File: src/rtl/lsu.sv
// Load/store unit: turns core byte/half/word accesses into word-aligned bus
// transactions with byte strobes, returns extended load data and reports faults.
module lsu #(
   parameter int unsigned TIMEOUT = 255
) (
   input  logic        i_clk,
   input  logic        i_rst,
   input  logic        i_ren,
   input  logic        i_wen,
   input  logic [2:0]  i_funct3,
   input  logic [31:0] i_addr,
   input  logic [31:0] i_wdata,
   output logic [31:0] o_rdata,
   output logic        o_stall,
   output logic        o_fault,
   output logic        o_bus_req,
   output logic        o_bus_we,
   output logic [31:0] o_bus_addr,
   output logic [31:0] o_bus_wdata,
   output logic [3:0]  o_bus_strb,
   input  logic        i_bus_ack,
   input  logic [31:0] i_bus_rdata,
   input  logic        i_bus_err
);

   typedef enum logic [1:0] {IDLE, BUS, RESP} state_e;

   state_e      state_q, state_d;
   logic [31:0] addr_q, addr_d;
   logic [31:0] wdata_q, wdata_d;
   logic [31:0] rdata_q, rdata_d;
   logic        we_q, we_d;
   logic [3:0]  strb_q, strb_d;
   logic [1:0]  off_q, off_d;
   logic [2:0]  f3_q, f3_d;
   logic [15:0] cnt_q, cnt_d;
   logic        fault_q, fault_d;

   logic        access, size_ok, misalign, bad;
   logic [31:0] st_wdata, shifted, ld_ext;
   logic [3:0]  st_strb;

   always_comb begin
      access   = i_ren | i_wen;
      size_ok  = i_wen ? (i_funct3 inside {3'b000, 3'b001, 3'b010})
                       : (i_funct3 inside {3'b000, 3'b001, 3'b010, 3'b100, 3'b101});
      misalign = ((i_funct3[1:0] == 2'b01) && i_addr[0]) ||
                 ((i_funct3[1:0] == 2'b10) && (i_addr[1:0] != 2'b00));
      bad      = (i_ren & i_wen) | ~size_ok | misalign;
   end

   always_comb begin
      st_wdata = i_wdata;
      st_strb  = 4'b1111;
      case (i_funct3[1:0])
         2'b00: begin
            st_wdata = {4{i_wdata[7:0]}};
            st_strb  = 4'b0001 << i_addr[1:0];
         end
         2'b01: begin
            st_wdata = {2{i_wdata[15:0]}};
            st_strb  = 4'b0011 << i_addr[1:0];
         end
         default: ;
      endcase
   end

   always_comb begin
      shifted = i_bus_rdata >> {off_q, 3'b000};
      case (f3_q)
         3'b000:  ld_ext = {{24{shifted[7]}}, shifted[7:0]};
         3'b001:  ld_ext = {{16{shifted[15]}}, shifted[15:0]};
         3'b100:  ld_ext = {24'd0, shifted[7:0]};
         3'b101:  ld_ext = {16'd0, shifted[15:0]};
         default: ld_ext = shifted;
      endcase
   end

   always_comb begin
      state_d = state_q;
      addr_d  = addr_q;
      wdata_d = wdata_q;
      rdata_d = rdata_q;
      we_d    = we_q;
      strb_d  = strb_q;
      off_d   = off_q;
      f3_d    = f3_q;
      cnt_d   = cnt_q;
      fault_d = fault_q;
      case (state_q)
         IDLE: begin
            if (access) begin
               rdata_d = '0;
               if (bad) begin
                  state_d = RESP;
                  fault_d = 1'b1;
               end else begin
                  state_d = BUS;
                  fault_d = 1'b0;
                  addr_d  = {i_addr[31:2], 2'b00};
                  we_d    = i_wen;
                  wdata_d = i_wen ? st_wdata : '0;
                  strb_d  = i_wen ? st_strb : '0;
                  off_d   = i_addr[1:0];
                  f3_d    = i_funct3;
                  cnt_d   = '0;
               end
            end
         end
         BUS: begin
            cnt_d = cnt_q + 16'd1;
            // an ack in the final timeout cycle still completes normally
            if (i_bus_ack) begin
               state_d = RESP;
               fault_d = i_bus_err;
               rdata_d = (!we_q && !i_bus_err) ? ld_ext : '0;
            end else if (cnt_q == 16'(TIMEOUT - 1)) begin
               state_d = RESP;
               fault_d = 1'b1;
               rdata_d = '0;
            end
         end
         RESP:    state_d = IDLE;
         default: state_d = IDLE;
      endcase
   end

   always_ff @(posedge i_clk) begin
      if (i_rst) begin
         state_q <= IDLE;
         addr_q  <= '0;
         wdata_q <= '0;
         rdata_q <= '0;
         we_q    <= 1'b0;
         strb_q  <= '0;
         off_q   <= '0;
         f3_q    <= '0;
         cnt_q   <= '0;
         fault_q <= 1'b0;
      end else begin
         state_q <= state_d;
         addr_q  <= addr_d;
         wdata_q <= wdata_d;
         rdata_q <= rdata_d;
         we_q    <= we_d;
         strb_q  <= strb_d;
         off_q   <= off_d;
         f3_q    <= f3_d;
         cnt_q   <= cnt_d;
         fault_q <= fault_d;
      end
   end

   always_comb begin
      o_stall     = (state_q == BUS) || ((state_q == IDLE) && access);
      o_bus_req   = (state_q == BUS);
      o_bus_we    = o_bus_req & we_q;
      o_bus_addr  = o_bus_req ? addr_q : '0;
      o_bus_wdata = o_bus_req ? wdata_q : '0;
      o_bus_strb  = o_bus_req ? strb_q : '0;
      o_fault     = (state_q == RESP) & fault_q;
      o_rdata     = (state_q == RESP) ? rdata_q : '0;
   end

endmodule

File: config.mk
export PLATFORM = sky130hd
export DESIGN_NAME = lsu
export DESIGN_NICKNAME = d
export VERILOG_FILES = /design/src/rtl/lsu.sv
export SDC_FILE = /design/constraint.sdc
export NUM_CORES = 1
export LEC_CHECK = 0
export BUFFER_PORTS_ARGS = -buffer_cell sky130_fd_sc_hd__buf_2
export CAP_MARGIN = 20
export CORE_MARGIN = 8
export CORE_UTILIZATION = 46
export CTS_CLUSTER_DIAMETER = 30
export DETAILED_ROUTE_END_ITERATION = 16
export GPL_TIMING_DRIVEN = 0
export PLACE_DENSITY = 0.75
export SYNTH_ARGS = -nofsm -noshare
export SYNTH_HDL_FRONTEND = slang
export SYNTH_SLANG_ARGS = --single-unit
export TNS_END_PERCENT = 30
File: constraint.sdc
create_clock -name i_clk -period 1.65 [get_ports i_clk]
set_input_delay 0.33 -clock i_clk [delete_from_list [all_inputs] [get_ports i_clk]]
set_output_delay 0.33 -clock i_clk [all_outputs]
set_load 0.01 [all_outputs]
==> flow_summary.toml, run 1 <==
[status]
status = "finished, violations left"
violations = "setup timing"

[job]
cap_violations = 0

[final_layout]
fin_nets = 1065
syn_to_final_growth_pct = 50.7
drive_above_1_share_pct = 46.7
fill_cells = 956
final_cell_mix = "148 x buf_2, 113 x dfxtp_1, 79 x buf_6"
diodes = 0
final_cells = 1146
multi_input_area_um2 = 3890
utilization_pct = 71.3
seq_area_um2 = 2480
mostFrequentLayoutCell = "buf_2"

[sta]
finalCritPeriodShare_pct = 118
rsz0062_at_grt = "yes"
finalClockSkew_ns = 0.00840
max_clock_freq_ghz = 0.513
final-setup-viol-count = 139
relSlewSlack_pct = 39.9
fin_ws_ns = -0.300
hold_violations = 0
hold-worst-slack_ns = 0.156
setup_tns_ns = -24.40
slew_viol_final = 0
post-route-min-period_ns = 1.95
worst_slew_pin_slew_ns = 0.899

[global_route]
overflow = 0
antenna_found_initial = 1
grt_pass1_vias = 6636
grt_max_degree = 17
grt_pass1_wl_um = 35000
grt_use_total_pct = 24.2

[power_and_ir_drop]
switchingPower_mw = 2.02
power_frac_seq_pct = 38.9
swShare_pct = 25.4
clock_power_share_pct = 46.6
leakage_nw = 4.02
intPower_mw = 5.92
peakVddDrop_mv = 0.694
total_power_mw = 7.94
pwr-share-comb_pct = 14.5
cellPowerDensity_nw_per_um2 = 838

[worst_setup_path]
endpoint_kind = "primary output"
cp_slowest_cell = "dfxtp_4"
path_max_fanout = 7
path_buf_inv = 2
worstPathRequired_ns = 1.32
crit_chain = "and2b_4 -> buf_4 -> and2_1 -> buf_2"
crit_path_start_kind = "register"
crit_path_max_incr_delay_ns = 0.38
path_delay_family = "simple AND/OR/NAND/NOR gates"
crit_type = "register to primary output"
critPathArrivalTime_ns = 1.62

[logic_synthesis]
synth_compound_area_share_pct = 25.6
async_flop_share_pct = 0
syn_inst = 704
synthMuxAreaShare_pct = 7.68
synth-main-ff-cell = "dfxtp_1"
syn_area_per_cell_um2 = 8.93
netlist_area_um2 = 6290
yosysSeqAreaShare_pct = 39.1
synth_top_family_by_area = "compound AO/OA/AOI/OAI gates"
ys_ff_latch = 123
synth_edf_count = 0
synth_xor_area_share_pct = 0
synth_fa_ha_area_share_pct = 0.398
synth_cell_types = 62
yosys.area_share.simple_pct = 22.1
ys_warn_count = 0

[floorplanning]
die_height_um = 133
initial_core_util_pct = 47.3
dieArea_um2 = 17700
coreArea_um2 = 13300
pin_count = 209
dieWidth_um = 133
row_count = 42

[placed_design]
place_inst = 1086
dp_hpwl_um = 15300
gp_routability_congestion = 0.898
port_buffers = 205

[clocking]
cts.sinks = 123
clockRootBuffer = "clkbuf_16"
htreeDepth = 4
clk_path_buf_depth = 2
cts.clk_slew.worst_paths_ns = 0.05
tritoncts = "built"
clk_latency_ns = 0.43
numCtsBuffers = 17

[route]
ant_nets = 0
first_iter_violations = 675
wl_met3_um = 2030
drc = 0
drt_first_pass_iters = 6
dr.max_layer_used = "met5"
wire_per_inst_um = 20.0
wl_met2_um = 11100
m1WireLength_um = 9320
routed_wl_um = 22900
vias_per_cell = 5.76
vias = 6599

[worst_hold_path]
hold_path_class = "primary input to register"
-- cell type report --
type / instances / share of cell area [%]
multi-input combinational: 512 / 41.1
sequential: 123 / 26.2
clock buffer: 26 / 5.69
clock inverter: 5 / 0.581
inverter: 7 / 0.370
timing repair buffer: 238 / 18.9
tap: 176 / 2.32
buffer: 59 / 4.92
-- registers in the layout (all words and copies together) (netlist names) --
signal / flops
addr_q: 30
cnt_q: 16
f3_q: 3
fault_q: 1
off_q: 2
rdata_q: 32
state_q: 2
strb_q: 4
wdata_q: 32
we_q: 1
-- Yosys cell counts (3+ instances only) --
library cell,count,area share [%]
a22o_1,25,3.5
o31ai_1,8,0.95
o41ai_1,4,0.56
mux2_2,8,1.4
mux2i_1,37,5.9
o2bb2ai_1,21,2.9
a211o_1,7,0.97
nand3_1,40,3.2
o21ai_0,63,5.0
and2_1,100,9.9
a2111o_1,4,0.72
a32o_1,7,1.1
a221o_2,16,2.9
inv_1,6,0.36
nor3_1,5,0.40
a21oi_1,60,4.8
nor2_1,14,0.84
nand4_1,4,0.40
dfxtp_1,123,39
nand2_1,22,1.3
or4_1,5,0.60
nor2b_1,14,1.4
nand2b_1,6,0.60
buf_2,22,1.8
clkbuf_1,34,2.0
and3_1,3,0.30
-- cells by family (layout without fill, tap and decap cells) --
group | Yosys count | count (layout)
DFF | 123 | 123
AOI/OAI and AO/OA | 230 | 230
other | 1 | 2
muxes | 46 | 46
and+or+nand+nor | 232 | 232
buffers and inverters | 70 | 335
adders and majority gates | 2 | 2
-- power by group through the flow --
stage | Clock (mW) | Sequential [mW] | Combinational, mW
floorplan | 0 | 3.13 | 0.547
global placement | 0 | 3.14 | 0.889
detailed placement | 0 | 3.14 | 0.895
CTS | 3.72 | 3.08 | 1.05
global route | 3.88 | 3.09 | 1.23
finish | 3.71 | 3.09 | 1.15
-- repair_timing --
item / CTS / global route
hold buffers: 0 / 0
endpoints found under the setup margin: 221 / 214
buffers inserted: 16 / 9
gates cloned: 6 / 2
pin swaps: 45 / 41
gates resized for setup: 180 / 96
-- routing by layer --
layer | global-route usage [%] | vias to the layer above
li1 | - | 3092
met2 | 38.1 | 303
met3 | 9.01 | 44
met5 | 0 | -
met1 | 29.6 | 3158
met4 | 8.64 | 2
-- worst paths after layout --
kind | start | end | slack (ns) | cells after the start
hold / removal | i_addr[19] | addr_q[19] | 0.16 | 3
setup reg to reg | cnt_q[0] | rdata_q[31] | -0.21 | 7
setup / recovery | state_q[0] | o_rdata[0] | -0.30 | 4
hold reg to reg | rdata_q[3] | rdata_q[3] | 0.46 | 1
-- worst reg2reg max path, delay by kind of cell, from the launching register on --
kind            cells  cell delay, ns
fa+ha+maj           1            0.13
buf+inv             2            0.28
flops               1            0.32
simple gates        2            0.40
compound gates      2            0.61
-- stage by stage --
stage,cell area (um^2),setup WS (ns)
CTS,9070,-0.322
detailed placement,7600,-0.717
global route,9480,-0.337
floorplan,6360,-0.0248
finish,9480,-0.300
global placement,7600,-0.720
(Power assumes the default switching activity.)
==> run 2: changes to the inputs <==
--- a/config.mk
+++ b/config.mk
@@ -5,10 +5,10 @@
 export SDC_FILE = /design/constraint.sdc
 export NUM_CORES = 1
 export LEC_CHECK = 0
+export ABC_AREA = 1
 export BUFFER_PORTS_ARGS = -buffer_cell sky130_fd_sc_hd__buf_2
 export CAP_MARGIN = 20
-export CORE_MARGIN = 8
-export CORE_UTILIZATION = 46
+export CORE_UTILIZATION = 47
 export CTS_CLUSTER_DIAMETER = 30
 export DETAILED_ROUTE_END_ITERATION = 16
 export GPL_TIMING_DRIVEN = 0
==> run 2 against run 1 <==
  * The flow still finishes with violations (setup timing)
  * Hold slack gained 0.024 ns
  * Synthesized cell count grew 52%
  * Worst setup slack gained 0.046 ns
  * First-iteration DRC count grew 0.59%
  * Flip-flop and latch count is the same
  * Critical path type unchanged
  * Largest power group unchanged
  * Highest routed layer is now met4
==> flow_summary.toml, run 2 <==
[sta]
relSlewSlack_pct = 50.6
final-setup-viol-count = 131
finalClockSkew_ns = 0.00908
rsz0062_at_grt = "yes"
hold_violations = 0
worst_slew_pin_slew_ns = 0.741
finalCritPeriodShare_pct = 115
slew_viol_final = 0
fin_ws_ns = -0.254
max_clock_freq_ghz = 0.525
setup_tns_ns = -13.77
post-route-min-period_ns = 1.90

[route]
drt_first_pass_iters = 6
wire_per_inst_um = 14.3
vias_per_cell = 5.13
routed_wl_um = 21600
drc = 0
vias = 7738
ant_nets = 0
first_iter_violations = 679

[clocking]
cts.sinks = 123
tritoncts = "built"
clockRootBuffer = "clkbuf_16"
htreeDepth = 4
numCtsBuffers = 17
ctsHoldBuffers = 0
clk_latency_ns = 0.42
clk_path_buf_depth = 2
cts.clk_slew.worst_paths_ns = 0.06

[logic_synthesis]
yosysSeqAreaShare_pct = 36.6
synth_commonest_cells = "236 x nand2_1, 171 x nor2_1, 127 x inv_1"
synth_edf_count = 0
synth_top_area_share_pct = 36.6
async_flop_share_pct = 0
synth-main-ff-cell = "dfxtp_1"
syn_inst = 1071
syn_area_per_cell_um2 = 6.29
netlist_area_um2 = 6740
yosysTopAreaCell = "dfxtp_1"
ys_ff_latch = 123
ys_warn_count = 0
synthTopCellsByArea = "dfxtp_1 37%, nand2_1 13%, nor2_1 9.5%, nand3_1 9.3%, a21oi_1 7.2%"
synth_most_common_cell = "nand2_1"
synth_cell_types = 31

[worst_setup_path]
critPathArrivalTime_ns = 1.57
path_buf_inv = 5
endpoint_kind = "primary output"
reg2reg_slack_ns = -0.10
worstPathRequired_ns = 1.32
path_delay_family = "buffers and inverters"
crit_path_start_kind = "register"
path_max_fanout = 6
cp_slowest_cell = "dfxtp_2"
crit_path_max_incr_delay_ns = 0.34
crit_chain = "inv_4 -> nor2_4 -> inv_4 -> clkbuf_16 -> buf_16 -> nor2_4 -> buf_6"
crit_type = "register to primary output"

[final_layout]
reg_top3 = "rdata_q (32), wdata_q (32), addr_q (30)"
fin_nets = 1419
mostFrequentLayoutCell = "nand2_1"
syn_to_final_growth_pct = 38.1
drive_above_1_share_pct = 30.8
fill_cells = 1247
final_cell_mix = "230 x nand2_1, 209 x buf_2, 130 x nor2_1"

[power_and_ir_drop]
cellPowerDensity_nw_per_um2 = 908
leakage_nw = 3.94
peakVddDrop_mv = 0.723

[placed_design]
gp_routability_congestion = 0.955
dpl_worst_slack_ns = -0.367
dp_hpwl_um = 15400
port_buffers = 205

[floorplanning]
initial_core_util_pct = 48.3
die_height_um = 122
row_count = 43
dieWidth_um = 122
dieArea_um2 = 14800
pin_count = 209
coreArea_um2 = 13900

[global_route]
antenna_found_initial = 2
grt_max_degree = 17
overflow = 0
grt_use_total_pct = 29.2
grt_pass1_vias = 6901
grt_pass1_wl_um = 33700

[job]
cap_violations = 0

[status]
status = "finished, violations left"
violations = "setup timing"

[worst_hold_path]
hold_path_class = "primary input to register"
-- run 2: logic make-up (layout without fill, tap and decap cells) --
kind of cell               after synthesis  in the layout  synth area share (%)
and+or+nand+nor                        571            571                  36.3
buffers and inverters                  201            454                  13.0
AOI/OAI and AO/OA                      173            173                  13.7
DFF                                    123            123                  36.6
adders and majority gates                2              2                 0.371
other                                    1              4                0.0557
-- run 2: worst paths after layout --
path / cells past startpoint / start / end
worst max-delay path: 7 / state_q[0] / o_bus_wdata[25]
worst min-delay path: 3 / i_addr[4] / addr_q[4]
worst max register to register: 12 / state_q[0] / rdata_q[12]
worst min register to register: 2 / addr_q[8] / addr_q[8]
-- run 2: per-layer routing --
layer  GRT usage [%]  vias up  wire length [um]
li1                -     3862                 -
met5               0        -                 0
met3            7.02       58              1580
met4            13.4        0               609
met1            37.3     3472              9490
met2            46.3      346              9890
-- run 2: what timing repair did --
| action | CTS | global route |
|---|---|---|
| cloned | 3 | 1 |
| gates resized for setup | 108 | 62 |
| endpoints found under the hold margin | 0 | 0 |
| setup buffers | 8 | 6 |
| pin swaps | 3 | 4 |
| endpoints found under the setup margin | 131 | 200 |
-- run 2: area by class of cell --
cell class                 count  area [um^2]  area share [%]
clock inverter                11          144            1.55
sequential                   123         2470            26.5
antenna                        2         5.00          0.0538
timing repair buffer         221         1290            13.9
tap                          180          225            2.42
clock buffer                  21          460            4.95
inverter                     134          520            5.60
timing repair inverter         1         7.51          0.0807
multi-input combinational    748         3700            39.8
buffer                        66          482            5.18
-- run 2: where the power goes --
| group | leakage, nW | total [mW] | switching, mW | internal (mW) |
|---|---|---|---|---|
| Sequential | 0.998 | 3.14 | 0.0570 | 3.09 |
| Combinational | 2.66 | 1.49 | 0.945 | 0.546 |
| Clock | 0.285 | 3.81 | 1.36 | 2.44 |
| Total | 3.94 | 8.44 | 2.37 | 6.08 |
-- run 2: per-stage QoR --
stage | hold slack (ns) | total power, mW | instances | utilization, % | area, um^2
final | 0.180 | 8.44 | 1507 | 66.8 | 9300
after CTS | 0.169 | 8.38 | 1500 | 65.3 | 9100
after global placement | 0.448 | 4.44 | 1457 | 57.3 | 7990
after floorplan | 0.439 | 4.02 | 1072 | - | 6740
after global routing | 0.178 | 8.74 | 1506 | 66.7 | 9300
after detailed placement | 0.455 | 4.45 | 1457 | 57.3 | 7990
-- run 2: worst reg2reg max path: stages (launching register included) --
cell and delay, ns:
dfxtp_2 0.34, inv_4 0.05, nor2_4 0.12, buf_6 0.13
clkinvlp_4 0.11, buf_4 0.15, buf_6 0.12, nor2_4 0.10
nand2_2 0.08, nand2_4 0.14, buf_6 0.16, nand2_1 0.07
a21oi_2 0.13
